==> src/rtl/dac_playback_ctrl_pkg.sv <==
// Shared configuration for the DAC playback controller: default widths and
// the playback state encoding.
package rfsoc_config;

    localparam int DEF_DATA_W = 256;  // 16 samples x 16 bit per DAC beat
    localparam int DEF_CNT_W  = 32;
    localparam int DEF_REP_W  = 16;

    typedef enum logic [1:0] {
        ST_IDLE = 2'b00,
        ST_PRE  = 2'b01,
        ST_RUN  = 2'b10,
        ST_POST = 2'b11
    } pb_state_e;

endpackage : rfsoc_config

==> src/rtl/dac_playback_ctrl_counter.sv <==
// Loadable down-counter used for the pre/run/post phase lengths and the pass
// count. Saturates at zero; last_o flags the final cycle of a loaded run.
module dac_pass_counter #(
    parameter int W = 32
) (
    input  logic         clk,
    input  logic         rst,
    input  logic         load_i,
    input  logic [W-1:0] load_val_i,
    input  logic         dec_i,
    output logic [W-1:0] cnt_o,
    output logic         last_o
);

    logic [W-1:0] cnt_q, cnt_d;

    // load has priority over decrement; never decrement past zero
    always_comb begin
        cnt_d = cnt_q;
        if (load_i) begin
            cnt_d = load_val_i;
        end else if (dec_i && (cnt_q != '0)) begin
            cnt_d = cnt_q - W'(1);
        end
    end

    // count register
    always_ff @(posedge clk or negedge rst) begin
        if (!rst) cnt_q <= '0;
        else      cnt_q <= cnt_d;
    end

    assign cnt_o  = cnt_q;
    assign last_o = (cnt_q == W'(1));

endmodule : dac_pass_counter

==> src/rtl/dac_playback_ctrl.sv <==
// DAC playback controller: on trigger, plays run_len beats from the waveform
// FIFO (first/last beats masked), framed by pre/post idle gaps, for reps passes.
// In IDLE it can drive a live locking waveform.
module dac_playback_ctrl
    import rfsoc_config::*;
#(
    parameter int DATA_W = DEF_DATA_W,
    parameter int CNT_W  = DEF_CNT_W,
    parameter int REP_W  = DEF_REP_W
) (
    input  logic              clk,
    input  logic              rst,
    input  logic [DATA_W-1:0] s_axis_tdata,
    input  logic              s_axis_tvalid,
    output logic              s_axis_tready,
    output logic [DATA_W-1:0] m_axis_tdata,
    output logic              m_axis_tvalid,
    input  logic              m_axis_tready,
    input  logic [CNT_W-1:0]  cfg_run_len,
    input  logic [CNT_W-1:0]  cfg_pre_delay,
    input  logic [CNT_W-1:0]  cfg_post_delay,
    input  logic [REP_W-1:0]  cfg_reps,
    input  logic [DATA_W-1:0] cfg_mask_first,
    input  logic [DATA_W-1:0] cfg_mask_last,
    input  logic [DATA_W-1:0] cfg_lock_wave,
    input  logic              cfg_lock_en,
    input  logic              trigger_in,
    input  logic              abort_in,
    input  logic              clear_in,
    output logic              loopback_valid,
    output logic              busy,
    output logic              done,
    output logic              underflow,
    output logic              cfg_err,
    output logic              aborted
);

    pb_state_e state_q, state_d;

    // shadow copies of the configuration taken on an accepted trigger
    logic [CNT_W-1:0]  run_len_q, pre_dly_q, post_dly_q;
    logic [DATA_W-1:0] mask_first_q, mask_last_q;

    logic done_q, done_d;
    logic underflow_q, underflow_d;
    logic cfg_err_q, cfg_err_d;
    logic aborted_q, aborted_d;

    logic cap, err_set, abort_set, end_pass;
    logic pre_ld, run_ld, post_ld, rep_ld;
    logic pre_dec, run_dec, post_dec, rep_dec;
    logic pre_last, run_last, post_last, rep_last;
    logic [CNT_W-1:0] pre_val, run_val, run_cnt;
    logic [REP_W-1:0] rep_val;
    logic [CNT_W-1:0] pre_cnt_unused, post_cnt_unused;
    logic [REP_W-1:0] rep_cnt_unused;
    logic             tready_unused;

    // the sink is always ready by construction; its back-pressure is ignored
    assign tready_unused = m_axis_tready;

    // first pass loads from live cfg, later passes reload from the shadows
    assign pre_val = (state_q == ST_IDLE) ? cfg_pre_delay : pre_dly_q;
    assign run_val = (state_q == ST_IDLE) ? cfg_run_len   : run_len_q;
    assign rep_val = (cfg_reps == '0) ? REP_W'(1) : cfg_reps;

    dac_pass_counter #(.W(CNT_W)) u_pre_cnt (
        .clk(clk), .rst(rst), .load_i(pre_ld), .load_val_i(pre_val),
        .dec_i(pre_dec), .cnt_o(pre_cnt_unused), .last_o(pre_last)
    );
    dac_pass_counter #(.W(CNT_W)) u_run_cnt (
        .clk(clk), .rst(rst), .load_i(run_ld), .load_val_i(run_val),
        .dec_i(run_dec), .cnt_o(run_cnt), .last_o(run_last)
    );
    dac_pass_counter #(.W(CNT_W)) u_post_cnt (
        .clk(clk), .rst(rst), .load_i(post_ld), .load_val_i(post_dly_q),
        .dec_i(post_dec), .cnt_o(post_cnt_unused), .last_o(post_last)
    );
    dac_pass_counter #(.W(REP_W)) u_rep_cnt (
        .clk(clk), .rst(rst), .load_i(rep_ld), .load_val_i(rep_val),
        .dec_i(rep_dec), .cnt_o(rep_cnt_unused), .last_o(rep_last)
    );

    // next-state, counter control and flag-set events
    always_comb begin
        state_d   = state_q;
        done_d    = 1'b0;
        cap       = 1'b0;
        err_set   = 1'b0;
        abort_set = 1'b0;
        end_pass  = 1'b0;
        pre_ld    = 1'b0;
        run_ld    = 1'b0;
        post_ld   = 1'b0;
        rep_ld    = 1'b0;
        pre_dec   = 1'b0;
        run_dec   = 1'b0;
        post_dec  = 1'b0;
        rep_dec   = 1'b0;

        unique case (state_q)
            ST_IDLE: begin
                if (trigger_in) begin
                    if (cfg_run_len == '0) begin
                        err_set = 1'b1;
                    end else begin
                        cap    = 1'b1;
                        rep_ld = 1'b1;
                        if (cfg_pre_delay != '0) begin
                            pre_ld  = 1'b1;
                            state_d = ST_PRE;
                        end else begin
                            run_ld  = 1'b1;
                            state_d = ST_RUN;
                        end
                    end
                end
            end
            ST_PRE: begin
                pre_dec = 1'b1;
                if (pre_last) begin
                    run_ld  = 1'b1;
                    state_d = ST_RUN;
                end
            end
            ST_RUN: begin
                run_dec = 1'b1;
                if (run_last) begin
                    if (post_dly_q != '0) begin
                        post_ld = 1'b1;
                        state_d = ST_POST;
                    end else begin
                        end_pass = 1'b1;
                    end
                end
            end
            ST_POST: begin
                post_dec = 1'b1;
                if (post_last) end_pass = 1'b1;
            end
            default: state_d = ST_IDLE;
        endcase

        // pass boundary: either finish or start the next pass from shadows
        if (end_pass) begin
            if (rep_last) begin
                state_d = ST_IDLE;
                done_d  = 1'b1;
            end else begin
                rep_dec = 1'b1;
                if (pre_dly_q != '0) begin
                    pre_ld  = 1'b1;
                    state_d = ST_PRE;
                end else begin
                    run_ld  = 1'b1;
                    state_d = ST_RUN;
                end
            end
        end

        // abort overrides every other transition and suppresses done
        if (abort_in && (state_q != ST_IDLE)) begin
            state_d   = ST_IDLE;
            done_d    = 1'b0;
            abort_set = 1'b1;
        end
    end

    // sticky flags: a set event in the same cycle beats clear_in
    always_comb begin
        underflow_d = ((state_q == ST_RUN) && !s_axis_tvalid) || (underflow_q && !clear_in);
        cfg_err_d   = err_set   || (cfg_err_q && !clear_in);
        aborted_d   = abort_set || (aborted_q && !clear_in);
    end

    // state, done pulse and flag registers
    always_ff @(posedge clk or negedge rst) begin
        if (!rst) begin
            state_q     <= ST_IDLE;
            done_q      <= 1'b0;
            underflow_q <= 1'b0;
            cfg_err_q   <= 1'b0;
            aborted_q   <= 1'b0;
        end else begin
            state_q     <= state_d;
            done_q      <= done_d;
            underflow_q <= underflow_d;
            cfg_err_q   <= cfg_err_d;
            aborted_q   <= aborted_d;
        end
    end

    // configuration shadows, captured only on an accepted trigger
    always_ff @(posedge clk or negedge rst) begin
        if (!rst) begin
            run_len_q    <= '0;
            pre_dly_q    <= '0;
            post_dly_q   <= '0;
            mask_first_q <= '0;
            mask_last_q  <= '0;
        end else if (cap) begin
            run_len_q    <= cfg_run_len;
            pre_dly_q    <= cfg_pre_delay;
            post_dly_q   <= cfg_post_delay;
            mask_first_q <= cfg_mask_first;
            mask_last_q  <= cfg_mask_last;
        end
    end

    // output beat: masked FIFO data in RUN, locking waveform in IDLE, else zero
    always_comb begin
        logic [DATA_W-1:0] mask;
        mask = '1;
        if (run_cnt == run_len_q) mask = mask & mask_first_q;
        if (run_last)             mask = mask & mask_last_q;
        m_axis_tdata = '0;
        if (!rst) begin
            m_axis_tdata = '0;
        end else if (state_q == ST_RUN) begin
            m_axis_tdata = s_axis_tvalid ? (s_axis_tdata & mask) : '0;
        end else if ((state_q == ST_IDLE) && cfg_lock_en) begin
            m_axis_tdata = cfg_lock_wave;
        end
    end

    assign s_axis_tready  = (state_q == ST_RUN);
    assign loopback_valid = s_axis_tready;
    assign m_axis_tvalid  = 1'b1;
    assign busy           = (state_q != ST_IDLE);
    assign done           = done_q;
    assign underflow      = underflow_q;
    assign cfg_err        = cfg_err_q;
    assign aborted        = aborted_q;

endmodule : dac_playback_ctrl

==> config.mk <==
export PLATFORM = sky130hd
export DESIGN_NAME = dac_playback_ctrl
export DESIGN_NICKNAME = d
export VERILOG_FILES = /design/src/rtl/dac_playback_ctrl_pkg.sv /design/src/rtl/dac_playback_ctrl_counter.sv /design/src/rtl/dac_playback_ctrl.sv
export SDC_FILE = /design/constraint.sdc
export NUM_CORES = 2
export LEC_CHECK = 0
export CORE_AREA = 2 2 541 543
export CTS_BUF_LIST = sky130_fd_sc_hd__clkbuf_4 sky130_fd_sc_hd__clkbuf_8 sky130_fd_sc_hd__clkbuf_16
export DETAILED_ROUTE_END_ITERATION = 10
export DIE_AREA = 0 0 543 545
export HOLD_SLACK_MARGIN = 0.02
export PLACE_DENSITY_LB_ADDON = 0.1
export SETUP_SLACK_MARGIN = 0.15
export SYNTH_ARGS = -nofsm -noshare
export SYNTH_HDL_FRONTEND = slang
export SYNTH_SLANG_ARGS = --single-unit
export TNS_END_PERCENT = 10
==> constraint.sdc <==
create_clock -name clk -period 4 [get_ports clk]
set_input_delay 0.4 -clock clk [delete_from_list [all_inputs] [get_ports clk]]
set_output_delay 0.4 -clock clk [all_outputs]
set_load 0.01 [all_outputs]
==> reports/qor.csv <==
stage,metric,value,unit
outcome,status,"finished, violations left",
outcome,violations,setup timing,
synth,ys_top_cells_by_count,"nand2_1, dfrtp_1, clkbuf_1",
sta,slew_headroom,23.0,%
sta,grt_setup_unrepaired,yes,
floorplan,die-area,296000,µm²
sta,slew_viol_final,0,
clocking,clk_latency,830,ps
detailed_routing,wl_per_cell,27.6,µm
synth,synth_area_leaders,"dfrtp_1, nand2_1, o221ai_1",
detailed_routing,vias_per_cell,4.05,
synth,yosys_warnings,0,
worst_hold_path,hold_path.class,input port to flop,
synth,ys_seq_elements,726,
sta,setup_viol,4,
detailed_routing,first_pass_iters,5,
synth,ys_async_sr_fraction,100,%
global_routing,grt_pass1_vias,42474,
final_layout,area_delta_synth_final,72.7,%
floorplan,start_util,13.3,%
global_routing,grt_pass1_wl,371000,µm
floorplan,ioPinCount,1408,
synth,synthCells,4741,
synth,synth_top_area_share,47.1,%
power_and_ir_drop,p_leak,29.7,nW
clocking,clkTransAtPathRegs,60,ps
synth,synth.largest_area_cell,dfrtp_1,
setup_path,worstSetupPathType,flop to output pin,
sta,finalCritPeriodShare,100,%
setup_path,worstSetupStartpointType,flop,
clocking,cts_tree,built,
clocking,numCtsBuffers,109,
sta,worstMarginPinSlew,1160,ps
final_layout,multi_input_area,21700,µm²
synth,synth-main-ff-cell,dfrtp_1,
placed_design,gp_congestion,0.860,
synth,syn-num-nets,5900,
clocking,cts_root_buf,clkbuf_16,
floorplan,die_h,545,µm
global_routing,grt_overflow,0,
clocking,cts_num_sinks,726,
power_and_ir_drop,fin_total_pwr,38.3,mW
global_routing,grt_max_degree,116,
placed_design,dp_hpwl,219000,µm
placed_design,io_buffers,1405,
floorplan,rows,198,
synth,syn_area,38600,µm²
sta,finalHoldViolCount,0,
detailed_routing,via_count,41761,
sta,setup_ws,-13.4,ps
detailed_routing,drtIter0Drc,2616,
setup_path,worst_ep_arrival_time,3610,ps
synth,syn_area_per_cell,8.14,µm²
detailed_routing,ant_nets,0,
synth,yosysSeqAreaShare,47.1,%
synth,synth_cell_types,72,
detailed_routing,remaining_drc_errors,0,
global_routing,antenna_found_initial,211,
synth,yosysMostFrequentCell,nand2_1,
synth,synth_edf_count,0,
sta,fmax,249,MHz
final_layout,final_cell_area,66600,µm²
setup_path,worst_ep_required_time,3600,ps
final_layout,fillerInstances,31881,
setup_path,worstSetupEndpointType,output pin,
floorplan,placeableCoreArea,290000,µm²
detailed_routing,routed_wl,284000,µm
clocking,clk_path_buf_depth,4,
power_and_ir_drop,powerDensity,575,nW/µm²
clocking,cts_max_level,3,
sta,period_needed,4010,ps
floorplan,die_x,543,µm
sta,skew,38.8,ps
setup_path,crit_fanout,18,
final_layout,regArea,18200,µm²
flow_run,cap_violations,0,
global_routing,grtUsageTotal,18.1,%
final_layout,drive_gt1_share,14.7,%
placed_design,post_dp_cell_area,58300,µm²
power_and_ir_drop,irDropWorstVdd,0.316,mV
final_layout,nNetsFinal,7436,
state kept, by name (all words and copies together), names as in the netlist, 2 cells and up:
register / flops
post_dly_q: 32
state_q: 2
run_len_q: 32
mask_last_q: 256
u_pre_cnt.cnt_o: 32
pre_dly_q: 32
mask_first_q: 256
u_run_cnt.cnt_o: 32
u_rep_cnt.cnt_o: 16
u_post_cnt.cnt_o: 32
what timing repair did:
item                                    CTS  global route
setup buffers                            14            29
resized for setup                       641           592
pin swaps                                50           103
endpoints found under the setup margin  256           256
hold buffers                            103             0
hold endpoints to repair                160             0
cloned                                   10            14
where the power goes:
part / switching [mW] / internal, mW / total, mW
Sequential: 3.53 / 10.8 / 14.3
Combinational: 8.24 / 5.83 / 14.1
Clock: 3.98 / 5.98 / 9.96
Total: 15.8 / 22.6 / 38.3
final cells by class:
| type | count | share of cell area (%) |
|---|---|---|
| repair buffers | 1770 | 27.1 |
| flip-flops and latches | 726 | 27.3 |
| clock buffers | 166 | 4.97 |
| well taps | 3900 | 7.32 |
| multi-input cells | 3648 | 32.6 |
| inverters | 22 | 0.124 |
| clock inverters | 22 | 0.426 |
| diodes | 51 | 0.192 |
layer usage:
metal / global-route usage (%) / vias up / wire [µm]
met2: 30.0 / 1503 / 134000
met1: 22.6 / 20489 / 121000
met5: 0 / - / 858
li1: - / 19163 / -
met3: 6.30 / 468 / 23400
met4: 3.80 / 138 / 5910
worst max-delay path: stages, from the launching register on:
cell           delay, ps
dfrtp_2              430
nor4_4               430
nand4_4              160
nor2_2               120
nand4_1              120
buf_8                200
buf_16               180
buf_16               210
buf_16               180
o221ai_2             230
a21boi_0             110
dlygate4sd2_1        300
cell families after synthesis:
| kind of cell | after synthesis | synth area share [%] |
|---|---|---|
| adders and majority gates | 15 | 0.486 |
| other | 1 | 0.00972 |
| and+or+nand+nor | 2764 | 30.6 |
| AOI/OAI and AO/OA | 684 | 13.6 |
| xor gates and xnor gates | 125 | 2.84 |
| buffers and inverters | 367 | 3.78 |
| muxes | 59 | 1.53 |
| DFF | 726 | 47.1 |
cell usage in the layout (no fill, tap or decap), types with 56 or more instances in the layout:
cell and count:
o221ai_2 80, dlymetal6s2s_1 60, o21ai_0 56, dfrtp_1 717, buf_4 203, o221ai_1 81, nor2_1 75, nand2_1 2183
buf_12 56, dlygate4sd3_1 103, clkbuf_16 119, a21boi_0 97, buf_2 58, a21boi_2 66, mux2i_1 58, xnor2_1 83
and3_1 254, clkdlybuf4s50_1 1147, o221ai_4 95, a21boi_1 84
per-stage QoR:
step                setup WS, ps  hold WS [ps]  util (%)  std cells  setup TNS, ps
global placement             181           439      20.1       9896              0
floorplan                   1480           104         -       4741              0
detailed placement           194           422      20.1       9896              0
finish                     -13.4           106      23.0      10305          -23.3
CTS                         -296          20.0      22.3      10211         -24930
global route                -184          64.7      22.9      10273          -6150
worst paths after layout:
path / endpoint / from / cells past startpoint / slack [ps]
setup reg to reg: u_rep_cnt.cnt_o[12] / u_rep_cnt.cnt_o[1] / 9 / 870
min in group asynchronous: mask_last_q[57] / rst / 2 / 150
setup / recovery: m_axis_tdata[86] / u_run_cnt.cnt_o[18] / 11 / -10
max in group asynchronous: u_run_cnt.cnt_o[15] / rst / 5 / 2230
hold reg to reg: mask_last_q[10] / mask_last_q[10] / 2 / 480
hold / removal: mask_last_q[147] / cfg_mask_last[147] / 3 / 110
Power figures use the tool's default switching activity.
